## src/rtl/bldc_commutator_pkg.sv

```systemverilog
// Shared types and the six-step commutation table for the BLDC commutator.
package bldc_commutator_pkg;

    localparam int DUTY_CYCLE_WIDTH_DEFAULT = 10;

    typedef enum logic [1:0] {
        ST_IDLE  = 2'd0,
        ST_RUN   = 2'd1,
        ST_BRAKE = 2'd2,
        ST_FAULT = 2'd3
    } state_t;

    localparam logic [1:0] PH_A    = 2'd0;
    localparam logic [1:0] PH_B    = 2'd1;
    localparam logic [1:0] PH_C    = 2'd2;
    localparam logic [1:0] PH_NONE = 2'd3;

    typedef struct packed {
        logic [1:0] pwm;
        logic [1:0] low;
    } phase_sel_t;

    function automatic logic hall_legal(input logic [2:0] h);
        return (h != 3'b000) && (h != 3'b111);
    endfunction

    // Hall code is {C,B,A}; reverse rotation swaps the driven and grounded phase.
    function automatic phase_sel_t commutate(input logic [2:0] h, input logic fwd);
        phase_sel_t s;
        case (h)
            3'b101:  s = '{pwm: PH_A, low: PH_B};
            3'b100:  s = '{pwm: PH_A, low: PH_C};
            3'b110:  s = '{pwm: PH_B, low: PH_C};
            3'b010:  s = '{pwm: PH_B, low: PH_A};
            3'b011:  s = '{pwm: PH_C, low: PH_A};
            3'b001:  s = '{pwm: PH_C, low: PH_B};
            default: s = '{pwm: PH_NONE, low: PH_NONE};
        endcase
        if (!fwd) s = '{pwm: s.low, low: s.pwm};
        return s;
    endfunction

endpackage

```

## src/rtl/bldc_commutator_hall_filter.sv

```systemverilog
// Hall input synchronizer and stability filter; accepts a code after HALL_STABLE equal samples.
module hall_filter #(
    parameter int HALL_STABLE = 16
) (
    input  logic       clock,
    input  logic       reset,
    input  logic [2:0] hall,
    output logic [2:0] hall_filt,
    output logic       hall_change
);

    logic [2:0] sync_p0;
    logic [2:0] sync_p1;
    logic [2:0] cand_p2;
    logic [7:0] cnt_p2;
    logic [7:0] cnt_nx;

    // Count includes the current sample, so HALL_STABLE=1 accepts on the first new sample.
    always_comb begin
        cnt_nx = 8'd1;
        if (sync_p1 == cand_p2) begin
            cnt_nx = (cnt_p2 == 8'(HALL_STABLE)) ? cnt_p2 : cnt_p2 + 8'd1;
        end
    end

    always_ff @(posedge clock) begin
        if (reset) begin
            sync_p0     <= 3'b000;
            sync_p1     <= 3'b000;
            cand_p2     <= 3'b000;
            cnt_p2      <= 8'd0;
            hall_filt   <= 3'b000;
            hall_change <= 1'b0;
        end else begin
            sync_p0     <= hall;
            sync_p1     <= sync_p0;
            cand_p2     <= sync_p1;
            cnt_p2      <= cnt_nx;
            hall_change <= 1'b0;
            if (cnt_nx == 8'(HALL_STABLE) && sync_p1 != hall_filt) begin
                hall_filt   <= sync_p1;
                hall_change <= 1'b1;
            end
        end
    end

endmodule

```

## src/rtl/bldc_commutator.sv

```systemverilog
// Six-step BLDC commutation controller: hall filtering, state control, duty slew and phase selection.
module bldc_commutator
    import bldc_commutator_pkg::*;
#(
    parameter int DUTY_CYCLE_WIDTH = DUTY_CYCLE_WIDTH_DEFAULT,
    parameter int HALL_STABLE      = 16,
    parameter int SLEW_DIV         = 64,
    parameter int SLEW_STEP        = 4
) (
    input  logic                        clock,
    input  logic                        reset,
    input  logic                        enable,
    input  logic                        direction,
    input  logic                        brake,
    input  logic [DUTY_CYCLE_WIDTH-1:0] duty_cmd,
    input  logic [2:0]                  hall,
    output logic [DUTY_CYCLE_WIDTH-1:0] duty_a,
    output logic [DUTY_CYCLE_WIDTH-1:0] duty_b,
    output logic [DUTY_CYCLE_WIDTH-1:0] duty_c,
    output logic                        high_z_a,
    output logic                        high_z_b,
    output logic                        high_z_c,
    output logic                        hall_fault,
    output logic [15:0]                 step_count
);

    localparam int W          = DUTY_CYCLE_WIDTH;
    localparam int SLEW_CNT_W = (SLEW_DIV > 1) ? $clog2(SLEW_DIV) : 1;
    localparam logic [SLEW_CNT_W-1:0] SLEW_LAST = SLEW_CNT_W'(SLEW_DIV - 1);
    localparam logic [W:0]            STEP_EXT  = (W + 1)'(SLEW_STEP);

    logic [2:0]            hall_filt;
    logic                  hall_change;
    state_t                state, state_nx;
    logic                  dir_p0;
    logic [W-1:0]          duty_applied, duty_nx;
    logic [SLEW_CNT_W-1:0] slew_cnt, slew_cnt_nx;
    phase_sel_t            sel;
    logic [W-1:0]          duty_o [3];
    logic [2:0]            hz_o;

    // One extra bit keeps the step from wrapping near full scale or below zero.
    function automatic logic [W-1:0] slew_toward(input logic [W-1:0] cur, input logic [W-1:0] tgt);
        logic [W:0] c, t, moved;
        c = {1'b0, cur};
        t = {1'b0, tgt};
        if (t > c) begin
            moved = c + STEP_EXT;
            return (moved > t) ? tgt : moved[W-1:0];
        end else if (t < c) begin
            moved = (c > STEP_EXT) ? c - STEP_EXT : '0;
            return (moved < t) ? tgt : moved[W-1:0];
        end
        return cur;
    endfunction

    hall_filter #(.HALL_STABLE(HALL_STABLE)) u_hall_filter (
        .clock       (clock),
        .reset       (reset),
        .hall        (hall),
        .hall_filt   (hall_filt),
        .hall_change (hall_change)
    );

    always_comb begin
        state_nx = state;
        if (!enable) begin
            state_nx = ST_IDLE;
        end else begin
            case (state)
                ST_IDLE:  if (brake)                     state_nx = ST_BRAKE;
                          else if (hall_legal(hall_filt)) state_nx = ST_RUN;
                ST_RUN:   if (!hall_legal(hall_filt))    state_nx = ST_FAULT;
                          else if (brake)                state_nx = ST_BRAKE;
                ST_BRAKE: if (!hall_legal(hall_filt))    state_nx = ST_FAULT;
                          else if (!brake)               state_nx = ST_RUN;
                default:                                 state_nx = ST_FAULT;
            endcase
        end
    end

    // Ramp restarts from zero on RUN entry and on every direction reversal.
    always_comb begin
        duty_nx     = duty_applied;
        slew_cnt_nx = slew_cnt + SLEW_CNT_W'(1);
        if (state_nx != ST_RUN || state != ST_RUN || direction != dir_p0) begin
            duty_nx     = '0;
            slew_cnt_nx = '0;
        end else if (slew_cnt == SLEW_LAST) begin
            slew_cnt_nx = '0;
            duty_nx     = slew_toward(duty_applied, duty_cmd);
        end
    end

    always_comb begin
        sel = commutate(hall_filt, direction);
        for (int p = 0; p < 3; p++) begin
            duty_o[p] = '0;
            hz_o[p]   = 1'b1;
            if (state_nx == ST_BRAKE) begin
                hz_o[p] = 1'b0;
            end else if (state_nx == ST_RUN) begin
                if (sel.pwm == 2'(p)) begin
                    duty_o[p] = duty_nx;
                    hz_o[p]   = 1'b0;
                end else if (sel.low == 2'(p)) begin
                    hz_o[p] = 1'b0;
                end
            end
        end
    end

    always_ff @(posedge clock) begin
        if (reset) begin
            state        <= ST_IDLE;
            dir_p0       <= 1'b0;
            duty_applied <= '0;
            slew_cnt     <= '0;
            hall_fault   <= 1'b0;
            step_count   <= 16'd0;
            duty_a       <= '0;
            duty_b       <= '0;
            duty_c       <= '0;
            high_z_a     <= 1'b1;
            high_z_b     <= 1'b1;
            high_z_c     <= 1'b1;
        end else begin
            state        <= state_nx;
            dir_p0       <= direction;
            duty_applied <= duty_nx;
            slew_cnt     <= slew_cnt_nx;
            hall_fault   <= (state_nx == ST_FAULT);
            if (state == ST_RUN && hall_change && hall_legal(hall_filt)) begin
                step_count <= step_count + 16'd1;
            end
            duty_a   <= duty_o[0];
            duty_b   <= duty_o[1];
            duty_c   <= duty_o[2];
            high_z_a <= hz_o[0];
            high_z_b <= hz_o[1];
            high_z_c <= hz_o[2];
        end
    end

endmodule

```

## config.mk

```make
export PLATFORM = sky130hd
export DESIGN_NAME = bldc_commutator
export DESIGN_NICKNAME = d
export VERILOG_FILES = /design/src/rtl/bldc_commutator_pkg.sv /design/src/rtl/bldc_commutator_hall_filter.sv /design/src/rtl/bldc_commutator.sv
export SDC_FILE = /design/constraint.sdc
export NUM_CORES = 1
export LEC_CHECK = 0
export CORE_UTILIZATION = 50
export CTS_BUF_LIST = sky130_fd_sc_hd__clkbuf_8
export CTS_CLUSTER_SIZE = 8
export DETAILED_ROUTE_END_ITERATION = 8
export MAX_ROUTING_LAYER = met4
export PLACE_DENSITY = 0.74
export SYNTH_ARGS = -nofsm -noshare
export SYNTH_HDL_FRONTEND = slang
export SYNTH_HIERARCHICAL = 1
export SYNTH_SLANG_ARGS = --single-unit
```

## constraint.sdc

```tcl
create_clock -name clock -period 5.21 [get_ports clock]
set_clock_uncertainty 0.2 [all_clocks]
set_input_delay 1.042 -clock clock [delete_from_list [all_inputs] [get_ports clock]]
set_output_delay 1.042 -clock clock [all_outputs]
set_load 0.02 [all_outputs]
```

# Word-level counts from Yosys, hierarchy flattened
# Index checks and enable logic that the tools add are counted.
# Widths: inputs -> output; s select.
dict set report op_classes {
  add_sub_neg 5
  n_mul 0
  n_div 0
  n_lt_le_gt_ge 5
  eq_ne 24
  shifts 0
  mux 37
  n_bitwise 4
  reduce_logical 14
}
# operator n
set op_table {}
lappend op_table {{$mux 10} 7}
lappend op_table {{$pmux 4 s6} 1}
lappend op_table {{$mux 1} 17}
lappend op_table {{$add 16x1->16 const B} 1}
lappend op_table {{$eq 8x5->1 const B} 2}
lappend op_table {{$mux 8} 2}
lappend op_table {{$mux 2} 7}
lappend op_table {{$reduce_or 4->1} 3}
lappend op_table {{$add 10x3->11 const B} 1}
lappend op_table {{$gt 11x10->1} 1}
lappend op_table {{$lt 11x10->1} 1}
lappend op_table {{$mux 11} 1}
lappend op_table {{$sub 10x3->11 const B} 1}
lappend op_table {{$eq 2x2->1 const B} 5}
lappend op_table {{$gt 10x10->1} 1}
lappend op_table {{$gt 10x3->1 const B} 1}
lappend op_table {{$lt 10x10->1} 1}
lappend op_table {{$eq 3x3->1 const B} 3}
lappend op_table {{$add 8x1->8 const B} 1}
lappend op_table {{$eq 2x1->1 const B} 4}
lappend op_table {{$add 6x1->6 const B} 1}
lappend op_table {{$eq 3x2->1 const B} 2}
lappend op_table {{$eq 6x6->1 const B} 1}
lappend op_table {{$logic_not 2->1} 3}
lappend op_table {{other kinds (13)} 21}
dict set report totals {
  regBits 90
  latch_bits 0
  ram_bits 0
  rom_bits 0
  inputBits 18
  output_inout_bits 50
  wordCells 107
  memories 0
}

# Longest topological paths before layout
# Gate-level depths: netlist of run 1.
dict set report logic_depth {
  word_depth 13
  depth_mapped 16
  depth_no_buf 14
}

# By module
# The synthesis of run 1 kept the hierarchy.
# mod instances cells_per_inst area_per_inst_um2 seq_area_each_um2
set modules_own_cells {}
lappend modules_own_cells {bldc_commutator 1 445 3901.2 1381.3}
lappend modules_own_cells {hall_filter 1 112 1008.5 420.4}

# Least setup slack after synthesis of run 1
# Ideal clock, no wire load.
dict set report synth_path {
  kind {register to register}
  from {register duty_applied[4]}
  to {register duty_a[4]}
  setup_ns 0.136
  t_arrival_ns 3.474
  required_time_ns 4.874
  setup_slack_ns 1.400
  stages_incl_launch_ff 16
  n_path_buf 2
  period_less_slack_ns 3.810
  cell_sequence {dfxtp_1 > buf_6 > nor4_4 > nand3_2 > nor2_1 > clkbuf_1 > or2_2 > inv_1 > ha_1 > nand3_1 > a2111oi_0 > o21a_1 > o32ai_4 > o211a_4 > a222oi_1 > nor2_1}
}
dict set report synth_via {
  elab_chain_len 9
  elab_cells_between_ends 19
  cone_classes {2 x add/sub; 5 x order compare; 12 x mux}
}
# item line_no
set synth_rtl {}
lappend synth_rtl {{start: declaration} bldc_commutator.sv:36} ;# logic [W-1:0] duty_applied, duty_nx;
lappend synth_rtl {{start signal: assignment} bldc_commutator.sv:130} ;# duty_applied <= duty_nx;
lappend synth_rtl {{$sub 10x3->11 or $gt 10x3->1 (tied branches)} bldc_commutator.sv:51} ;# moved = (c > STEP_EXT) ? c - STEP_EXT : '0;
lappend synth_rtl {{$mux 11} bldc_commutator.sv:51}
lappend synth_rtl {{$lt 11x10->1} bldc_commutator.sv:52} ;# return (moved < t) ? tgt : moved[W-1:0];
lappend synth_rtl {{$mux 10} bldc_commutator.sv:52}
lappend synth_rtl {{$mux 10} bldc_commutator.sv:50} ;# end else if (t < c) begin
lappend synth_rtl {{$mux 10} bldc_commutator.sv:47} ;# if (t > c) begin
lappend synth_rtl {{$mux 10} bldc_commutator.sv:54} ;# return cur;
lappend synth_rtl {{$mux 10 *} bldc_commutator.sv:89} ;# end else if (slew_cnt == SLEW_LAST) begin
lappend synth_rtl {{$mux 10 *} bldc_commutator.sv:86} ;# if (state_nx != ST_RUN || state != ST_RUN || direction != dir_p0) begin
lappend synth_rtl {{end signal: assignment} bldc_commutator.sv:136} ;# duty_a <= duty_o[0];
lappend synth_rtl {{end: declaration} bldc_commutator.sv:17} ;# output logic [DUTY_CYCLE_WIDTH-1:0] duty_a,
# Every way passes the cells marked *; elsewhere a longest branch is shown, timed or not. The select of a mux whose other input is x is not followed.
# A chain may end at the register's enable or synchronous reset.

# Worst setup path in the final report of run 1
dict set report layout_path {
  from {register duty_applied[2]}
  to {register duty_b[4]}
}
dict set report layout_via {
  elab_chain_len 9
  elab_cells_between_ends 19
  cone_classes {2 x add/sub; 5 x order compare; 12 x mux}
}
# item line_no
set layout_rtl {}
lappend layout_rtl {{$sub 10x3->11 or $gt 10x3->1 (tied branches)} bldc_commutator.sv:51}
lappend layout_rtl {{$mux 11} bldc_commutator.sv:51}
lappend layout_rtl {{$lt 11x10->1} bldc_commutator.sv:52}
lappend layout_rtl {{$mux 10} bldc_commutator.sv:52}
lappend layout_rtl {{$mux 10} bldc_commutator.sv:50}
lappend layout_rtl {{$mux 10} bldc_commutator.sv:47}
lappend layout_rtl {{$mux 10 *} bldc_commutator.sv:54}
lappend layout_rtl {{$mux 10 *} bldc_commutator.sv:89}
lappend layout_rtl {{$mux 10 *} bldc_commutator.sv:86}
lappend layout_rtl {{end signal: assignment} bldc_commutator.sv:137} ;# duty_b <= duty_o[1];
lappend layout_rtl {{end: declaration} bldc_commutator.sv:18} ;# output logic [DUTY_CYCLE_WIDTH-1:0] duty_b,
# Marked as above.

==> run metrics, run 1 <==
status complete, no violations; H-Tree Level Count 3; Final TNS setup 0 ns; Post-synth EDFFs 0; Root Buffer Master clkbuf_8; clock sink count 90; Pleak ~0.0023 uW; Synth area leaders dfxtp_1, ha_1, nor2_1, xnor2_1, xor2_1; core area ~9400 um^2; post-route setup slack ~0.83 ns; synthesized area per cell ~8.8 um^2; post-route antenna net violation count 0; GRT overflow 0; VDD IR-drop max 0.000201 V; area grow syn2layout 20.6%; Synth top area share 36.7%; Die H 101 um; nets approximately 680; ys async rst share 0%; Main synth FF type dfxtp_1; post-synthesis cell count between 500 and 600; initial antenna violation count 0; worst-margin pin slew slightly above 0.7 ns; CP arrival around 4.4 ns; worst hold path class reg -> reg; area of the mapped netlist just under 5000 um^2; leading area contributor after synthesis dfxtp_1; met1 WL 5250 um; Initial Util a little over half; Met2 Wirelength 5620 um; crit path capture type flop; Synth cell types between 70 and 80; CTS tree built; pre-CTS WS 0.754 ns; Via Count 4196; DRT Pass-1 Iters 5; register area share after synthesis ~37%; top sig layer met4; # diodes 0; Iteration-0 DRC Markers 160; Slew HR roughly half; YS warnings 6; first-pass GRT wire length between 15000 and 20000 um; vias in the first global route a little over 4000; clk buf depth 2; unrepaired setup endpoints after global routing no; Rows 35; # fillers between 800 and 900; fmax about 0.23 GHz; HPWL after detailed placement roughly 9000 um; CP Max Fanout 15; Final Critical Period roughly 4.4 ns; setup bufs post-CTS 0; final core area utilization between 60% and 70%; Residual DRC 0; Die Wd about 100 um; final wirelength between 10000 and 15000 um; post_cts resized 0; P per Cell Area around 220 nW/um^2; critical path launch point type flop; Yosys reg bits 90; layout cells sized above 1 ~8.3%; # IOs just under 70; die footprint roughly 10000 um^2; clock latency on the worst-skew pair around 0.35 ns; CP required around 5.2 ns; Slew Viols, Final 0; Avg WL per Cell 15.6 um; Max-cap violations 0; Post-Syn Nets 613; GPL Wtd Cong a little over 1; Num CTS Buffers 9; final worst-path cycle share a little over four fifths; CTS clk-pin slew, worst paths about 0.090 ns; final setup vio count 0; count of input and output buffers 67; gr usage total about 25%; critical path class reg -> reg; vias per cell between 5 and 6; largest net degree at the start of global routing 38; Final Hold Fails 0; WL met3 around 570 um; Post-CTS Hold Buffers 0
[logic make-up after synthesis]
group / after synthesis / synth area share (%)
AND/OR/NAND/NOR: 209 / 21.9
AO/OA/AOI/OAI: 117 / 18.6
flip-flops: 90 / 36.7
buffers and inverters: 58 / 5.02
XOR/XNOR: 42 / 7.49
adder cells (fa/ha/maj): 38 / 9.68
multiplexers: 3 / 0.612
[Yosys cell counts, drive strengths merged (9+ instances only)]
library cell / n
dfxtp: 90
inv: 38
o21ai: 20
nor2b: 17
a21oi: 34
nand3: 32
nand2: 30
nor2: 80
buf: 9
xor2: 20
xnor2: 22
clkbuf: 9
ha: 38
a21o: 11
[through the flow]
step	hold slack (ns)	std cells	area (um^2)	power [uW]
floorplan	0.214	557	4910	769
detailed placement	0.227	741	5690	803
global route	0.276	757	5920	1380
CTS	0.258	757	5920	1340
finish	0.254	757	5920	1320
global placement	0.222	741	5690	801
[worst max-delay path, stage by stage (launching register included)]
cell and delay [ns]:
dfxtp_1 0.52, ha_1 0.30, nand3_1 0.14, or3_1 0.48, xnor2_1 0.25, ha_1 0.29
a21o_1 0.16, a21oi_1 0.23, nor3b_2 0.49, o22ai_4 0.24, o211a_4 0.32, a222oi_1 0.40
buf_4 0.19, nor2_1 0.04
[path summary, 6_finish.rpt]
path | slack, ns | to | cells after the start | startpoint
setup / recovery | 0.83 | duty_b[4] | 13 | duty_applied[2]
hold / removal | 0.25 | u_hall_filter/sync_p1[1] | 1 | u_hall_filter/sync_p0[1]
setup reg to reg | 0.83 | duty_b[4] | 13 | duty_applied[2]
hold reg to reg | 0.25 | u_hall_filter/sync_p1[1] | 1 | u_hall_filter/sync_p0[1]
[registers in the layout, summed over array words and instances (netlist names), 2 cells and up]
| signal | count |
|---|---|
| duty_a | 10 |
| duty_applied | 10 |
| duty_b | 10 |
| duty_c | 10 |
| slew_cnt | 6 |
| state | 2 |
| step_count | 16 |
| u_hall_filter/cand_p2 | 3 |
| u_hall_filter/cnt_p2 | 8 |
| u_hall_filter/hall_filt | 3 |
| u_hall_filter/sync_p0 | 3 |
| u_hall_filter/sync_p1 | 3 |
[cell type report]
cell class / count / area (um^2) / area share, %
clock inverters: 6 / 95.1 / 1.61
well taps: 129 / 161 / 2.72
multi-input cells: 409 / 2860 / 48.3
repair buffers: 73 / 716 / 12.1
flip-flops and latches: 90 / 1800 / 30.4
inverters: 40 / 150 / 2.53
clock buffers: 10 / 138 / 2.32
[report_power, final]
group          internal, uW  leakage (uW)  switching [uW]  total [uW]
Clock                   288      0.000117             248         537
Sequential              694      0.000728            5.84         700
Combinational          38.2       0.00145            50.1        88.3
[per-layer routing]
metal | global-route usage [%] | up-vias
met5 | - | -
met4 | 10.0 | 0
met3 | 4.16 | 38
met2 | 41.2 | 123
met1 | 30.0 | 1950
li1 | - | 2085
[cells in the final DEF, fill, tap and decap left out, types with 3 or more instances in the layout]
master,netlist,final
or2_2,5,5
o211ai_1,3,3
clkbuf_8,0,10
o2111ai_1,3,3
clkdlybuf4s50_1,0,67
and4_1,3,3
o31ai_1,5,5
nor2b_1,17,17
a21oi_1,32,32
o21ai_0,17,17
o21ai_1,3,3
a21o_1,11,11
nand2_1,30,30
xnor2_1,22,22
and3_1,8,8
o2111a_1,3,3
mux2i_1,3,3
or3_1,4,4
inv_1,38,38
xor2_1,20,20
nand4_1,6,6
o32ai_1,3,3
nor2_1,80,80
nand3_1,31,31
ha_1,38,38
buf_4,1,6
nor3_1,7,7
dfxtp_1,90,90
No activity file was read; power rests on OpenSTA's default activity.
==> run 2: changes to the inputs <==
Settings changed: PLACE_DENSITY 0.74 to 0.77.
Clock period 5.21 ns to 3.9 ns, I/O delays scaled along.
==> run 2 against run 1 <==
Worst hold slack worse by 0.012 ns. Routed wire length is 7.0% higher. Non-clock buffer count grew 32. Sequential power rose by 34%. Count of clock-buffer cells in the layout is the same. Core utilization increased by 2.8 points. Die area did not move. Combinational power increased by 38%. Fmax rose by 18%. Via count rose by 3.2%. Worst setup slack worse by 0.65 ns. Clock power rose by 35%. Critical endpoint unchanged. Highest routed layer unchanged.
==> run metrics, run 2 (synthesis gave the netlist of run 1 again) <==
Rows 35 (unchanged); P per Cell Area 288 nW/um^2 (+29%); Final TNS setup 0 ns (unchanged); CP required 3.94 ns (-1.29 ns); largest net degree at the start of global routing 37 (-2.6%); worst hold path class reg -> reg; worst-margin pin slew 0.567 ns (-0.150 ns); crit path capture type flop; Slew HR 61.8% (+10 points); Initial Util 52.4% (unchanged); post-route antenna net violation count 0 (unchanged); first-pass GRT wire length 20300 um (+4.9%); Root Buffer Master clkbuf_8; final worst-path cycle share 95.5% (+11 points); vias in the first global route 4164 (+1.2%); CP Max Fanout 11 (-4); fmax 0.269 GHz (+18%); HPWL after detailed placement 9840 um (+9.1%); final core area utilization 66.0% (+2.8 points); core area 9370 um^2 (unchanged); CTS tree built; CTS clk-pin slew, worst paths 0.09 ns (about the same); Residual DRC 0 (unchanged); clk buf depth 2 (unchanged); top sig layer met4; DRT Pass-1 Iters 5 (unchanged); DP Cell Count 772 (+4.2%); GRT overflow 0 (unchanged); layout cells sized above 1 13.3% (+5.1 points); Met2 Wirelength 6030 um (+7.3%); clock sink count 90 (unchanged); setup bufs post-CTS 0 (unchanged); nets 711 (+4.7%); most common cell after layout, fill and taps aside dfxtp_1; WL met3 687 um (+21%); H-Tree Level Count 3 (unchanged); clock latency on the worst-skew pair 0.36 ns (about the same); Num CTS Buffers 9 (unchanged); Avg WL per Cell 16.0 um (+2.7%); critical path class reg -> reg; non-filler cells, final 789 (+4.2%); vias per cell 5.49 (-1.0%); Final Critical Period 3.72 ns (-0.655 ns); pre-CTS WS -0.0177 ns (-0.772 ns); R2R Setup Slk 0.18 ns (-0.65 ns); VDD IR-drop max 0.000355 V (+77%); Min Hold Slack 0.243 ns (-0.0119 ns); final wirelength 12600 um (+7.0%); unrepaired setup endpoints after global routing no; post-route setup slack 0.177 ns (-0.655 ns); max reg flops 16 (unchanged); die footprint 10200 um^2 (unchanged); met1 WL 5710 um (+8.8%); critical path launch point type flop; GPL Wtd Cong 0.916 (-11%); # IOs 68 (unchanged); count of input and output buffers 67 (unchanged); CP arrival 3.76 ns (-0.64 ns); Via Count 4329 (+3.2%); Final Hold Fails 0 (unchanged); Slew Viols, Final 0 (unchanged); commonest non-fill, non-tap cells in the layout dfxtp_1, nor2_1, clkdlybuf4s50_1; initial antenna violation count 0 (unchanged); Pleak 0.00245 uW (+6.5%); Iteration-0 DRC Markers 177 (+11%); gr usage total 26.4% (+1.5 points); Die Wd 101 um (unchanged); area grow syn2layout 25.9%; final setup vio count 0 (unchanged); Max-cap violations 0 (unchanged); Die H 101 um (unchanged); status complete, no violations; # diodes 0 (unchanged); largest reg by FF count step_count
run 2: power breakdown:
part           switching (uW)  total, uW  internal [uW]
Clock                     338        724            385
Sequential               8.24        935            926
Combinational            67.8        122           54.7
run 2: cell type report:
type,count,area [um^2]
clock inverters,6,93.8
flip-flops and latches,90,1810
inverters,40,150
multi-input cells,409,2870
well taps,129,161
clock buffers,10,138
repair buffers,105,957
fillers,807,3190
run 2: routing by layer:
layer / global-route usage, % / vias up
li1: - / 2146
met1: 33.0 / 2057
met2: 42.5 / 108
met3: 5.48 / 18
met4: 8.81 / 0
met5: - / -
run 2: worst max-delay path, cell delays in order, from the launching register on:
cell       delay, ns
dfxtp_4         0.40
inv_1           0.06
ha_1            0.18
a31oi_2         0.15
nor2_1          0.07
buf_4           0.18
or2_2           0.32
inv_1           0.07
ha_1            0.22
nand3_1         0.17
a2111oi_2       0.06
buf_4           0.15
o21a_1          0.13
o32ai_4         0.38
buf_6           0.18
o31ai_1         0.06
a222oi_1        0.39
buf_4           0.20
nor2_1          0.04
run 2: through the flow:
| stage | cell area, um^2 | total power (uW) |
|---|---|---|
| final | 6180 | 1780 |
| after global routing | 6180 | 1850 |
| after detailed placement | 5920 | 1080 |
| after global placement | 5920 | 1070 |
| after CTS | 6150 | 1790 |
| after floorplan | 4910 | 1030 |
run 2: what timing repair did:
item / 4_1_cts / 5_1_grt
hold buffers: 0 / 0
endpoints found under the setup margin: 0 / 37
gates resized for setup: 0 / 8
run 2: worst paths after layout:
kind,from,endpoint,cells after the start
max,duty_applied[3],duty_b[4],18
min,u_hall_filter/sync_p0[1],u_hall_filter/sync_p1[1],1
max reg2reg,duty_applied[3],duty_b[4],18
min reg2reg,u_hall_filter/sync_p0[1],u_hall_filter/sync_p1[1],1
==> run 3: changes to the inputs <==
Settings changed: CORE_UTILIZATION 50 to 51, CTS_CLUSTER_SIZE 8 to default, PLACE_DENSITY 0.77 to 0.78.
==> run 3 against run 2 <==
Count of clock-buffer cells in the layout down 1. Register-to-register slack worse by 0.05 ns. Clock power up 3.5%. First-iteration DRC count up 14%. Die area down 1.9%. Fmax down 1.2%. Total power up 1.5%. Critical path type unchanged. Highest routed layer unchanged.
==> run metrics, run 3 (synthesis gave the netlist of run 1 again) <==
initial antenna violation count 0 (unchanged); Slew Viols, Final 0 (unchanged); GRT overflow 0 (unchanged); Iteration-0 DRC Markers 201 (+14%); core area 9280 um^2 (-0.93%); R2R Setup Slk 0.13 ns (-0.05 ns); Worst path most repeated cell ha_1; post-route setup slack 0.131 ns (-0.0458 ns); largest net degree at the start of global routing 37 (unchanged); Final Hold Fails 0 (unchanged); worst-margin pin slew 0.545 ns (-0.0217 ns); Max-cap violations 0 (unchanged); Pleak 0.00244 uW (-0.27%); final worst-path cycle share 96.6% (+1.2 points); DRT Pass-1 Iters 4 (-1); R2R cell count 13 (-5); DP Cell Count 768 (-0.52%); crit-path cells ha_1, nand3_1, or3_1, xnor2_1, ha_1, a21o_1, a21oi_1, nor3b_2, o22ai_4, o211a_4, a222oi_1, buf_4, nor2_1; critical path launch point type flop; Slowest-stage cell, CP dfxtp_2; HPWL after detailed placement 9710 um (-1.2%); CTS clk-pin slew, worst paths 0.09 ns (about the same); fmax 0.265 GHz (-1.2%); layout cells sized above 1 13.0% (-0.36 points); area grow syn2layout 25.8% (about the same); FF+latch area 1800 um^2 (-0.14%); nets 707 (-0.56%); WP depth 13 (-5); worst hold path class reg -> reg; VDD IR-drop max 0.000289 V (-18%); clock network power share 41.5% (+0.9 points); CP arrival 3.80 ns (+0.04 ns); vias in the first global route 4232 (+1.6%); crit path capture type flop; switching part of the total 22.2% (-1.1 points); worst setup path end duty_b[4]; Num CTS Buffers 9 (unchanged); status complete, no violations; Die Wd 100 um (-0.96%); Slew HR 63.1% (+1.3 points); # IOs 68 (unchanged); post-route antenna net violation count 0 (unchanged); first-pass GRT wire length 20100 um (-0.68%); Avg WL per Cell 15.9 um (-0.42%); Final TNS setup 0 ns (unchanged); largest reg by FF count step_count; max reg flops 16 (unchanged); CP required 3.93 ns (about the same); final wirelength 12500 um (-1.0%); Flop pwr share 51.7% (-0.8 points); final core area utilization 66.5% (+0.58 points); Critical Path Max Stage Delay 0.45 ns (+0.05 ns); clock sink count 90 (unchanged); commonest non-fill, non-tap cells in the layout dfxtp_1, nor2_1, clkdlybuf4s50_1; vias per cell 5.55 (+1.2%); Min Hold Slack 0.247 ns (+0.00437 ns); critical path class reg -> reg; Multi-input gate area 2880 um^2 (+0.35%); Residual DRC 0 (unchanged); internal power 1410 uW (+3.0%); Via Count 4354 (+0.58%); CP Max Fanout 8 (-3); CTS tree built; H-Tree Level Count 3 (unchanged); clk buf depth 2 (unchanged); FF-to-FF End duty_b[4]; P per Cell Area 293 nW/um^2 (+1.6%); # fillers 779 (-3.5%); CP delay by family, top compound AO/OA/AOI/OAI gates; Rows 35 (unchanged); Worst R2R Start duty_applied[2]; Die H 100 um (-0.96%); Initial Util 52.9% (+0.49 points); count of input and output buffers 67 (unchanged); die footprint 10000 um^2 (-1.9%); Post-CTS Hold Buffers 0 (unchanged); pre-CTS WS 0.0214 ns (+0.0391 ns); Psw 401 uW (-3.3%); final setup vio count 0 (unchanged); Root Buffer Master clkbuf_8; non-filler cells, final 784 (-0.63%); CP startpoint duty_applied[2]; gr usage total 26.3% (-0.060 points); Gate power share 6.8% (about the same); WP buf/inv 1 (-5); Final Critical Period 3.77 ns (+0.0458 ns); most common cell after layout, fill and taps aside dfxtp_1; GPL Wtd Cong 0.891 (-2.8%); clock latency on the worst-skew pair 0.35 ns (about the same); # diodes 0 (unchanged); unrepaired setup endpoints after global routing no
## run 3: cell types whose count changed in the layout (fill, tap and decap cells not counted), sizes merged
cell	previous run	this run
clkinv	2	3
buf	38	34
bufinv	2	3
inv	41	39
clkbuf	10	9
## run 3: power by group through the flow
stage | Combinational, uW | Sequential (uW) | Clock [uW]
final | 123 | 935 | 749
after global routing | 136 | 937 | 799
after CTS | 122 | 935 | 766
after detailed placement | 121 | 957 | 0
after global placement | 118 | 957 | 0
after floorplan | 71.4 | 956 | 0
## run 3: worst reg2reg max path, delay by kind of cell (launching register included)
kind | cells | cell delay (ns)
AND/OR/NAND/NOR | 4 | 0.90
AO/OA/AOI/OAI | 5 | 1.15
XOR/XNOR | 1 | 0.24
buffers and inverters | 1 | 0.20
adder cells (fa/ha/maj) | 2 | 0.49
flip-flops | 1 | 0.45
## run 3: worst min-delay path by stage
stage	cells past startpoint	from	slack, ns	end
floorplan	1	u_hall_filter/sync_p0[0]	0.21	u_hall_filter/sync_p1[0]
global placement	1	u_hall_filter/sync_p0[2]	0.22	u_hall_filter/sync_p1[2]
detailed placement	1	u_hall_filter/sync_p0[2]	0.23	u_hall_filter/sync_p1[2]
CTS	1	u_hall_filter/sync_p0[2]	0.25	u_hall_filter/sync_p1[2]
global route	1	u_hall_filter/sync_p0[2]	0.26	u_hall_filter/sync_p1[2]
finish	1	u_hall_filter/sync_p0[2]	0.25	u_hall_filter/sync_p1[2]
## run 3: timing repair
item | 4_1_cts | 5_1_grt
gates cloned | 0 | 0
setup buffers | 0 | 1
setup endpoints to repair | 3 | 25
endpoints found under the hold margin | 0 | 0
pin swaps | 0 | 2
resized for setup | 1 | 7
## run 3: metal layers
layer  GRT usage (%)  part of all wire (%)
met1            32.9                    45
met2            43.6                    48
met3            4.53                   5.4
met4            8.25                   1.9
met5               -                     0
## run 3: stage by stage
| stage | power [uW] | instance area [um^2] |
|---|---|---|
| after CTS | 1820 | 6140 |
| final | 1810 | 6180 |
| after floorplan | 1030 | 4910 |
| after detailed placement | 1080 | 5910 |
| after global placement | 1070 | 5910 |
| after global routing | 1870 | 6180 |
## run 3: cell type report
| class | instances | share of cell area, % |
|---|---|---|
| clock inverters | 6 | 1.86 |
| multi-input cells | 409 | 46.7 |
| inverters | 40 | 2.43 |
| clock buffers | 9 | 2.01 |
| repair buffers | 101 | 15.2 |
| well taps | 129 | 2.61 |
| flip-flops and latches | 90 | 29.2 |
